## config.mk

```make
export PLATFORM = sky130hd
export DESIGN_NAME = acc_cpu_core
export DESIGN_NICKNAME = d
export VERILOG_FILES = /design/src/rtl/acc_cpu_pkg.sv /design/src/rtl/acc_cpu_alu.sv /design/src/rtl/acc_cpu_core.sv
export SDC_FILE = /design/constraint.sdc
export NUM_CORES = 1
export LEC_CHECK = 0
export ABC_AREA = 1
export CAP_MARGIN = 40
export CORE_MARGIN = 3
export CORE_UTILIZATION = 30
export DETAILED_ROUTE_END_ITERATION = 8
export GPL_ROUTABILITY_DRIVEN = 1
export GPL_TIMING_DRIVEN = 0
export PLACE_DENSITY = 0.54
export SLEW_MARGIN = 40
export SYNTH_ARGS = -nofsm -noshare
export SYNTH_HDL_FRONTEND = slang
export SYNTH_SLANG_ARGS = --single-unit
```

## constraint.sdc

```tcl
create_clock -name clock -period 1.8 [get_ports clock]
set_input_delay 0.54 -clock clock [delete_from_list [all_inputs] [get_ports clock]]
set_output_delay 0.54 -clock clock [all_outputs]
set_load 0.02 [all_outputs]
```

## src/rtl/acc_cpu_pkg.sv

```systemverilog
// acc_cpu_pkg: opcode, FSM state and ALU-op encodings for the
// accumulator CPU. Optional SUB is enabled by ACC_CPU_SUB_EN.
package acc_cpu_pkg;

  localparam int OPC_W = 3;

  typedef enum logic [OPC_W-1:0] {
    OP_LDA = 3'b000,
    OP_ADD = 3'b001,
    OP_AND = 3'b010,
    OP_SUB = 3'b011,
    OP_STA = 3'b100,
    OP_JMP = 3'b101,
    OP_JZ  = 3'b110,
    OP_HLT = 3'b111
  } opcode_e;

  typedef enum logic [1:0] {
    ST_FETCH,
    ST_DECODE,
    ST_EXEC,
    ST_HALT
  } state_e;

  typedef enum logic [1:0] {
    ALU_PASS,
    ALU_ADD,
    ALU_AND,
    ALU_SUB
  } alu_op_e;

  function automatic logic writes_carry(
    input alu_op_e op
  );
    return (op == ALU_ADD) || (op == ALU_SUB);
  endfunction

endpackage

```

## src/rtl/acc_cpu_alu.sv

```systemverilog
// acc_cpu_alu: combinational ALU for the accumulator CPU.
// The subtractor exists only when ACC_CPU_SUB_EN is defined.
module acc_cpu_alu
  import acc_cpu_pkg::*;
#(
  parameter int DATA_W = 8
) (
  input  logic [DATA_W-1:0] i_acc,
  input  logic [DATA_W-1:0] i_operand,
  input  alu_op_e           i_op,
  output logic [DATA_W-1:0] o_result,
  output logic              o_carry
);

  logic [DATA_W:0] w_sum;

  assign w_sum = {1'b0, i_acc} + {1'b0, i_operand};

`ifdef ACC_CPU_SUB_EN
  // Top bit of the widened difference is the borrow.
  logic [DATA_W:0] w_diff;

  assign w_diff = {1'b0, i_acc} - {1'b0, i_operand};
`endif

  always_comb begin
    o_result = i_operand;
    o_carry  = 1'b0;
    unique case (i_op)
      ALU_PASS: o_result = i_operand;
      ALU_ADD:  {o_carry, o_result} = w_sum;
      ALU_AND:  o_result = i_acc & i_operand;
`ifdef ACC_CPU_SUB_EN
      ALU_SUB:  {o_carry, o_result} = w_diff;
`endif
      default:  o_result = i_operand;
    endcase
  end

endmodule

```

## src/rtl/acc_cpu_core.sv

```systemverilog
// acc_cpu_core: multi-cycle accumulator CPU with req/ack memory.
// Opcode 011 is SUB with ACC_CPU_SUB_EN defined, else a NOP.
module acc_cpu_core
  import acc_cpu_pkg::*;
#(
  parameter int DATA_W = 8,
  localparam int ADDR_W = DATA_W - 3,
  parameter logic [ADDR_W-1:0] RESET_PC = '0
) (
  input  logic              clock,
  input  logic              reset,
  output logic              mem_req,
  output logic              mem_we,
  output logic [ADDR_W-1:0] mem_addr,
  output logic [DATA_W-1:0] mem_wdata,
  input  logic [DATA_W-1:0] mem_rdata,
  input  logic              mem_ack,
  output logic [DATA_W-1:0] out_acc,
  output logic              carry,
  output logic              halted
);

  state_e              r_state;
  logic [ADDR_W-1:0]   r_pc;
  logic [DATA_W-1:0]   r_ir;
  logic [DATA_W-1:0]   r_acc;
  logic                r_carry;

  opcode_e             w_op;
  logic [ADDR_W-1:0]   w_addr;
  alu_op_e             w_alu_op;
  logic [DATA_W-1:0]   w_alu_res;
  logic                w_alu_carry;
  logic                w_req;

  assign w_op   = opcode_e'(r_ir[DATA_W-1 -: OPC_W]);
  assign w_addr = r_ir[ADDR_W-1:0];
  assign w_req  = (r_state == ST_FETCH) ||
                  (r_state == ST_EXEC);

  always_comb begin
    w_alu_op = ALU_PASS;
    unique case (w_op)
      OP_ADD:  w_alu_op = ALU_ADD;
      OP_AND:  w_alu_op = ALU_AND;
`ifdef ACC_CPU_SUB_EN
      OP_SUB:  w_alu_op = ALU_SUB;
`endif
      default: w_alu_op = ALU_PASS;
    endcase
  end

  acc_cpu_alu #(
    .DATA_W (DATA_W)
  ) u_alu (
    .i_acc     (r_acc),
    .i_operand (mem_rdata),
    .i_op      (w_alu_op),
    .o_result  (w_alu_res),
    .o_carry   (w_alu_carry)
  );

  always_ff @(posedge clock) begin
    if (reset) begin
      r_state <= ST_FETCH;
      r_pc    <= RESET_PC;
      r_ir    <= '0;
      r_acc   <= '0;
      r_carry <= 1'b0;
    end else begin
      unique case (r_state)
        ST_FETCH: begin
          if (mem_ack) begin
            r_ir    <= mem_rdata;
            r_pc    <= r_pc + ADDR_W'(1);
            r_state <= ST_DECODE;
          end
        end
        ST_DECODE: begin
          unique case (w_op)
            OP_JMP: begin
              r_pc    <= w_addr;
              r_state <= ST_FETCH;
            end
            OP_JZ: begin
              if (r_acc == '0) begin
                r_pc <= w_addr;
              end
              r_state <= ST_FETCH;
            end
            OP_HLT:  r_state <= ST_HALT;
`ifndef ACC_CPU_SUB_EN
            OP_SUB:  r_state <= ST_FETCH;
`endif
            default: r_state <= ST_EXEC;
          endcase
        end
        ST_EXEC: begin
          if (mem_ack) begin
            if (w_op != OP_STA) begin
              r_acc <= w_alu_res;
            end
            if (writes_carry(w_alu_op)) begin
              r_carry <= w_alu_carry;
            end
            r_state <= ST_FETCH;
          end
        end
        ST_HALT: r_state <= ST_HALT;
        default: r_state <= ST_FETCH;
      endcase
    end
  end

  // Outputs are forced low while reset is held.
  assign mem_req   = !reset && w_req;
  assign mem_we    = !reset && (r_state == ST_EXEC) &&
                     (w_op == OP_STA);
  assign mem_addr  = reset ? '0 :
                     (r_state == ST_EXEC) ? w_addr : r_pc;
  assign mem_wdata = reset ? '0 : r_acc;
  assign out_acc   = reset ? '0 : r_acc;
  assign carry     = !reset && r_carry;
  assign halted    = !reset && (r_state == ST_HALT);

endmodule

```

-- Word-level counts from Yosys, hierarchy flattened
Cells that the tools add are included.
- register bits after elaboration: 24
- input port bits: 11
- output and inout bits: 25
- reduce and logical (&&, ||, !) cells: 17
- bitwise logic cells: 1
- equal/unequal tests: 18
- add/subtract/negate cells: 2
- mux-type cells: 14
- operator list (kind ; number):
    $mux 5 ; 4
    $pmux 5 s2 ; 2
    $pmux 8 s2 ; 1
    $eq 3x3->1 const B ; 4
    $add 8x8->9 ; 1
    $and 8x8->8 ; 1
    $eq 2x2->1 const B ; 4
    $logic_not 8->1 ; 1
    $mux 8 ; 1
    $pmux 2 s2 ; 2
    $pmux 2 s4 ; 1
    $eq 3x2->1 const B ; 2
    $ne 3x3->1 const B ; 2
    $reduce_and 3->1 ; 2
    $add 5x1->5 const B ; 1
    $logic_and 1x1->1 ; 5
    $eq 2x1->1 const B ; 2
    $mux 2 ; 2
    $ne 2x2->1 const B ; 2
    $reduce_and 2->1 ; 2
    $reduce_and 4->1 ; 1
    $eq 3x1->1 const B ; 1
    $ne 3x2->1 const B ; 1
    $reduce_or 3->1 ; 1
    5 further kinds ; 6

-- Longest topological paths before layout
Gate-level depths: netlist of run 1.
- depth in word-level cells: 5
- mapped depth: 11
- mapped depth without buffers: 11

-- Cells and area by module
A second synthesis of run 1 with hierarchy kept.
- cells, all modules: 292
- area total of the unflattened synthesis: 1905.6 um2
- modules (own cells, without submodules) (module ; cells an instance ; instances ; area an instance (um2)):
    acc_cpu_core ; 196 ; 1 ; 1367.6
    acc_cpu_alu ; 96 ; 1 ; 538.0

-- Least setup slack after synthesis of run 1
Ideal clock, no wire load.
- path kind: input to output
- from: in reset
- to: out mem_addr[1]
- data required time: 1260 ps
- path slack: -358 ps
- data arrival time: 1618 ps
- stages: 3
- path through: nor2_1 > nand2_1 > o21ai_0
- cells in the longest elaborated chain, start to end: 1
- ends and longest elaborated chain (element ; RTL line ; source):
    start, declared ; acc_cpu_core.sv:11 ; input logic reset,
    $mux 5 ; acc_cpu_core.sv:119 ; assign mem_addr = reset ? '0 :
    end, declared ; acc_cpu_core.sv:14 ; output logic [ADDR_W-1:0] mem_addr,
Every way passes these cells.

-- Final worst setup path of run 1
- from: in reset
- to: out mem_addr[3]
The elaborated chain is that of the path after synthesis.

==> results.sh, run 1 <==
export IMPL_antenna_cells=0
export IMPL_synthMuxAreaShare_pct=0.5391
export IMPL_fin_util_pct=45.38
export IMPL_first_iter_violations=76
export IMPL_slowest_stage="o22ai_4"
export IMPL_die_y_microns=84.67
export IMPL_rrSetupSlack_ns=0.12
export IMPL_cts_root_buf="clkbuf_8"
export IMPL_finalCritPeriodShare_pct=98.28
export IMPL_final_layout_size_suffix_gt1_share_pct=31.43
export IMPL_die_w_microns=84.67
export IMPL_slowest_delay_ns=0.18
export IMPL_ys_ff_latch=24
export IMPL_rsz0062_at_grt="yes"
export IMPL_globalplace_congestion=0.7711
export IMPL_path_clk_slew_ns=0.10
export IMPL_final_cell_mix="68 x nand2_1, 36 x inv_1, 31 x nor2_1"
export IMPL_path_cells="buf_12 -> nor2_4 -> nand2_4 -> o22ai_4 -> buf_6"
export IMPL_setup_viol=0
export IMPL_crit_required_ns=1.26
export IMPL_overflow=0
export IMPL_clk_path_buf_depth=2
export IMPL_synth_compound_area_share_pct=15.77
export IMPL_placed_area_sq_um=2315
export IMPL_holdWs_ns=0.5081
export IMPL_numPortBuffers=35
export IMPL_start_util_pct=31.18
export IMPL_fp_dieArea_sq_um=7169
export IMPL_cts_made_buffers=3
export IMPL_drc=0
export IMPL_tritoncts="done"
export IMPL_antenna_found_initial=0
export IMPL_arrival_ns=1.23
export IMPL_synthAdderAreaFrac_pct=8.491
export IMPL_syn_nets=323
export IMPL_clkLatencyLatePin_ns=0.28
export IMPL_vias=2004
export IMPL_synthSimpleGateAreaFrac_pct=34.70
export IMPL_track_usage_pct=15.55
export IMPL_synthArstFlopShare_pct=0
export IMPL_pwr_density_cell_nw_per_um2=642.7
export IMPL_rows=28
export IMPL_synthesis_area_sq_um=1857
export IMPL_synth_warning_count=0
export IMPL_grt_pass1_vias=1909
export IMPL_skew_ns=0.004202
export IMPL_path_delay_family="buffers and inverters"
export IMPL_htreeDepth=1
export IMPL_via_per_inst=4.715
export IMPL_cts_hold_buf=0
export IMPL_layout_commonest_cell="nand2_1"
export IMPL_hold_viol=0
export IMPL_fin_nets=374
export IMPL_endpoint_kind="output port"
export IMPL_path_max_fanout=5
export IMPL_dp_cells=410
export IMPL_max_freq_mhz=565.3
export IMPL_crit_path_start_kind="input port"
export IMPL_slew_headroom_pct=75.68
export IMPL_wl_per_cell_microns=12.72
export IMPL_syn2layout_area_growth_pct=45.55
export IMPL_first_pass_iters=4
export IMPL_grt_pass1_wl_microns=9128
export IMPL_final_cells=425
export IMPL_cts_sinks=24
export IMPL_synthXorXnorAreaFrac_pct=0.4717
export IMPL_yosysSeqAreaShare_pct=25.88
export IMPL_io_pins=36
export IMPL_worst_slew_pin_slew_ns=0.3648
export IMPL_avgSynthCellArea_sq_um=6.189
export IMPL_synth_top_family_by_area="simple AND/OR/NAND/NOR gates"
export IMPL_design_area_sq_um=2703
export IMPL_dp_hpwl_microns=3855
export IMPL_hold_path_class="register to register"
export IMPL_synthCells=300
export IMPL_synth_edf_count=0
export IMPL_period_minus_slack_ns=1.769
export IMPL_grt_max_degree=15
export IMPL_total_power_mw=1.737
export IMPL_synth_ff_type="dfxtp_1"
export IMPL_crit_buf_inv=2
export IMPL_status="complete, no violations"
export IMPL_critPathKind="input port to output port"
export IMPL_vdd_drop_max_mv=0.2883
export IMPL_ys_types=33
export IMPL_leakage_nw=1.263
export IMPL_detail_route_antenna_nets=0
export IMPL_slew_viol_final=0
export IMPL_max_cap_viol_count=0
export IMPL_fp_coreArea_sq_um=5956
export IMPL_totalWireLength_microns=5404
==> through the flow <==
stage | worst slack (ns) | TNS (ns)
after floorplan | -0.06366 | -0.5937
after global placement | -1.296 | -33.27
after detailed placement | -1.285 | -33.08
after CTS | 0.004229 | 0
after global routing | -0.02679 | -0.06773
final | 0.03091 | 0
==> worst register-to-register path: stages, from the launching register on <==
cell	delay (ns)
dfxtp_4	0.37
buf_4	0.14
nor2_2	0.11
inv_1	0.05
ha_1	0.29
buf_6	0.12
clkinvlp_4	0.18
nand3_1	0.13
o21ai_0	0.08
o21ai_0	0.15
==> cell families after synthesis <==
group / Yosys count
adders and majority gates: 12
and+or+nand+nor: 152
AOI/OAI and AO/OA: 52
buffers and inverters: 58
xor gates and xnor gates: 1
DFF: 24
muxes: 1
==> area by class of cell <==
cell class / count / area (sq um)
fillers: 629 / 3253
multi-input cells: 218 / 1333
flip-flops and latches: 24 / 494.2
repair buffers: 49 / 419.2
inverters: 42 / 163.9
plain buffers: 13 / 127.6
well taps: 75 / 93.84
clock buffers: 3 / 41.29
clock inverters: 1 / 30.03
==> timing repair <==
item                       4_1_cts  5_1_grt
resized for setup              144       34
buffers inserted                 7        6
pin swaps                        3       12
setup endpoints to repair       34       18
cloned                           1        0
hold endpoints to repair         0        0
==> per-layer routing <==
layer,vias to the layer above,global-route usage (%),wire length (microns)
li1,1056,-,-
met1,912,19.89,2471
met2,34,27.40,2715
met3,2,2.650,193
met4,0,3.165,23
met5,-,0,0
==> synth_stat cells (all sizes together) (2+ instances only) <==
master | count | area, sq um
nor2 | 44 | 172.7
o21ai | 25 | 128.9
a21oi | 20 | 103.9
nand2 | 78 | 317.8
buf | 13 | 91.34
clkbuf | 3 | 11.26
dfxtp | 24 | 480.5
ha | 11 | 137.6
inv | 42 | 160.2
o22ai | 2 | 18.77
nor3 | 2 | 10.01
nand3 | 26 | 130.1
==> flip-flops by register name, summed over array words and instances, names as in the netlist <==
register  flops
r_acc         8
r_ir          8
r_pc          5
r_state       2
r_carry       1
==> worst paths after layout <==
check / end / from / cells after the start
hold reg to reg: r_ir[1] / r_ir[1] / 2
setup reg to reg: r_acc[0] / r_ir[7] / 9
setup / recovery: mem_addr[3] / reset / 5
hold / removal: r_ir[1] / r_ir[1] / 2
==> where the power goes <==
part	switching (mW)	internal [mW]
registers	0.0508	0.579
clock network	0.203	0.298
logic	0.348	0.258
total	0.602	1.14
Power figures use the tool's default switching activity.
==> run 2: changes to the inputs <==
--- a/config.mk
+++ b/config.mk
@@ -5,7 +5,6 @@
 export SDC_FILE = /design/constraint.sdc
 export NUM_CORES = 1
 export LEC_CHECK = 0
-export ABC_AREA = 1
 export CAP_MARGIN = 40
 export CORE_MARGIN = 3
 export CORE_UTILIZATION = 30
==> results.sh, run 2 <==
export IMPL_ys_ff_latch=24
export IMPL_grt_pass1_vias=1992
export IMPL_finalCritPeriodShare_pct=111.1
export IMPL_leakage_nw=1.230
export IMPL_globalplace_congestion=0.7946
export IMPL_first_iter_violations=72
export IMPL_overflow=0
export IMPL_fin_nets=326
export IMPL_track_usage_pct=16.50
export IMPL_slew_viol_final=0
export IMPL_clkLatencyLatePin_ns=0.28
export IMPL_synth_top_area_share_pct=25.45
export IMPL_start_util_pct=31.52
export IMPL_slew_headroom_pct=47.99
export IMPL_ys_types=52
export IMPL_cts_sinks=24
export IMPL_crit_path_start_kind="register"
export IMPL_dp_hpwl_microns=4036
export IMPL_arrival_ns=2.20
export IMPL_final_layout_size_suffix_gt1_share_pct=45.36
export IMPL_grt_pass1_wl_microns=9798
export IMPL_synth_edf_count=0
export IMPL_antenna_cells=0
export IMPL_period_minus_slack_ns=2.001
export IMPL_cts_made_buffers=3
export IMPL_internal_power_mw=1.125
export IMPL_fin_tns_setup_ns=-1.517
export IMPL_worstHoldPathCells=2
export IMPL_pwr_density_cell_nw_per_um2=541.8
export IMPL_worst_slew_pin_slew_ns=0.7765
export IMPL_antenna_found_initial=0
export IMPL_setup_ws_ns=-0.2006
export IMPL_synth_common_cells="28 x nor2_1, 24 x dfxtp_1, 17 x mux2i_1, 17 x nand2_1, 15 x nor2b_1"
export IMPL_critPathKind="register to register"
export IMPL_vias=2000
export IMPL_switching_power_uw=514.5
export IMPL_r2r_cells=7
export IMPL_max_cap_viol_count=0
export IMPL_fp_dieArea_sq_um=7281
export IMPL_final_cell_mix="30 x buf_4, 20 x nor2_1, 17 x nand2_1"
export IMPL_p_seq_share_pct=36.5
export IMPL_synth_ff_type="dfxtp_1"
export IMPL_path_max_fanout=6
export IMPL_synth_warning_count=0
export IMPL_tritoncts="done"
export IMPL_die_w_microns=85.33
export IMPL_first_pass_iters=4
export IMPL_fp_coreArea_sq_um=5991
export IMPL_clk_path_buf_depth=2
export IMPL_wl_per_cell_microns=15.97
export IMPL_place_ws_ns=-0.7418
export IMPL_pwr_share_clk_pct=30.5
export IMPL_synthCells=241
export IMPL_yosysMostFrequentCell="nor2_1"
export IMPL_setup_viol=16
export IMPL_hold_path_class="register to register"
export IMPL_violations="negative setup slack"
export IMPL_synthTopCellsByArea="dfxtp_1 25%, mux2i_1 9.0%, ha_1 7.3%"
export IMPL_yosys_area_top_type="dfxtp_1"
export IMPL_die_y_microns=85.33
export IMPL_path_clk_slew_ns=0.10
export IMPL_crit_required_ns=2.00
export IMPL_avgSynthCellArea_sq_um=7.834
export IMPL_syn_nets=264
export IMPL_combPwrFrac_pct=33.0
export IMPL_syn2layout_area_growth_pct=60.24
export IMPL_swShare_pct=31.39
export IMPL_largest_registers="r_acc x8, r_ir x8, r_pc x5"
export IMPL_htreeDepth=1
export IMPL_endpoint_kind="register"
export IMPL_layout_commonest_cell="buf_4"
export IMPL_status="complete, but fails checks"
export IMPL_drc=0
export IMPL_totalWireLength_microns=6020
export IMPL_synthesis_area_sq_um=1888
export IMPL_vdd_drop_max_mv=0.3182
export IMPL_via_per_inst=5.305
export IMPL_grt_max_degree=15
export IMPL_skew_ns=0.007044
export IMPL_synthArstFlopShare_pct=0
export IMPL_io_pins=36
export IMPL_rows=28
export IMPL_numPortBuffers=34
export IMPL_cts_root_buf="clkbuf_8"
export IMPL_fin_util_pct=50.50
export IMPL_yosysSeqAreaShare_pct=25.45
export IMPL_hold_viol=0
export IMPL_max_freq_mhz=499.9
export IMPL_cts_hold_buf=0
export IMPL_detail_route_antenna_nets=0
export IMPL_rsz0062_at_grt="yes"
## run 2: cell count changes in the layout (fill, tap and decap cells not counted), moves of 6 or more
cell | before | now
inv_1 | 36 | 7
mux2i_1 | 1 | 13
nor2_1 | 31 | 20
buf_6 | 5 | 15
buf_4 | 24 | 30
nand2_1 | 68 | 17
o21ai_0 | 18 | 8
nand3_1 | 24 | 3
nor2b_1 | 0 | 7
nor2_4 | 9 | 3
## run 2: kinds of logic after synthesis
group / Yosys count / synth area share (%)
AND/OR/NAND/NOR: 96 / 26.97
AO/OA/AOI/OAI: 60 / 21.47
buffers and inverters: 30 / 7.687
flip-flops: 24 / 25.45
multiplexers: 18 / 9.609
adder cells (fa/ha/maj): 12 / 8.350
XOR/XNOR: 1 / 0.4640
## run 2: final timing paths
path	startpoint	endpoint	slack [ns]
max	r_ir[5]	r_acc[7]	-0.20
min	r_carry	r_carry	0.50
max reg2reg	r_ir[5]	r_acc[7]	-0.20
min reg2reg	r_carry	r_carry	0.50
## run 2: per-stage QoR
stage,cells,hold WS [ns],instance area (sq um),total power [mW]
2_1_floorplan,241,0.4430,2068,0.8997
3_3_place_gp,350,0.4607,2502,1.031
4_1_cts,370,0.4934,2861,1.606
6_report,377,0.4973,3025,1.639
3_5_place_dp,350,0.4791,2502,1.033
5_1_grt,377,0.5171,3025,1.723
## run 2: metal layers
layer | global-route usage (%) | up-vias | wire length [microns]
met3 | 3.010 | 9 | 218
li1 | - | 988 | -
met5 | 0 | - | 0
met1 | 21.20 | 959 | 2755
met4 | 4.029 | 0 | 87
met2 | 28.46 | 44 | 2958
## run 2: what timing repair did
| action | CTS | global route |
|---|---|---|
| endpoints found under the setup margin | 48 | 32 |
| pin swaps | 13 | 18 |
| cloned | 1 | 0 |
| setup buffers | 20 | 7 |
| resized for setup | 150 | 40 |
## run 2: critical path, cell delays in order, from the launching register on
cell and delay (ns):
dfxtp_4 0.37, nand2b_4 0.13, or2_4 0.26, ha_4 0.24, nor2b_4 0.13, or4_1 0.40
a2111o_1 0.30, o211ai_1 0.09
## run 2: final cells by class
class	count	area (sq um)
Clock inverter	1	30.03
Sequential cell	24	505.5
Timing Repair Buffer	62	554.3
Tap cell	75	93.84
Buffer	17	177.7
Multi-Input combinational cell	187	1588
Clock buffer	3	41.29
Fill cell	565	2965
Inverter	8	35.03
## run 2: power by group through the flow
stage / Combinational, mW / Clock [mW] / Sequential (mW)
detailed placement: 0.426 / 0 / 0.607
global route: 0.587 / 0.533 / 0.603
floorplan: 0.303 / 0 / 0.597
finish: 0.541 / 0.500 / 0.598
global placement: 0.422 / 0 / 0.608
CTS: 0.500 / 0.509 / 0.597
==> run 3: changes to the inputs <==
--- a/config.mk
+++ b/config.mk
@@ -5,6 +5,7 @@
 export SDC_FILE = /design/constraint.sdc
 export NUM_CORES = 1
 export LEC_CHECK = 0
+export ABC_AREA = 1
 export CAP_MARGIN = 40
 export CORE_MARGIN = 3
 export CORE_UTILIZATION = 30
==> results of run 3 <==
No change in the layout: final DEF, timing and power equal those of run 1.
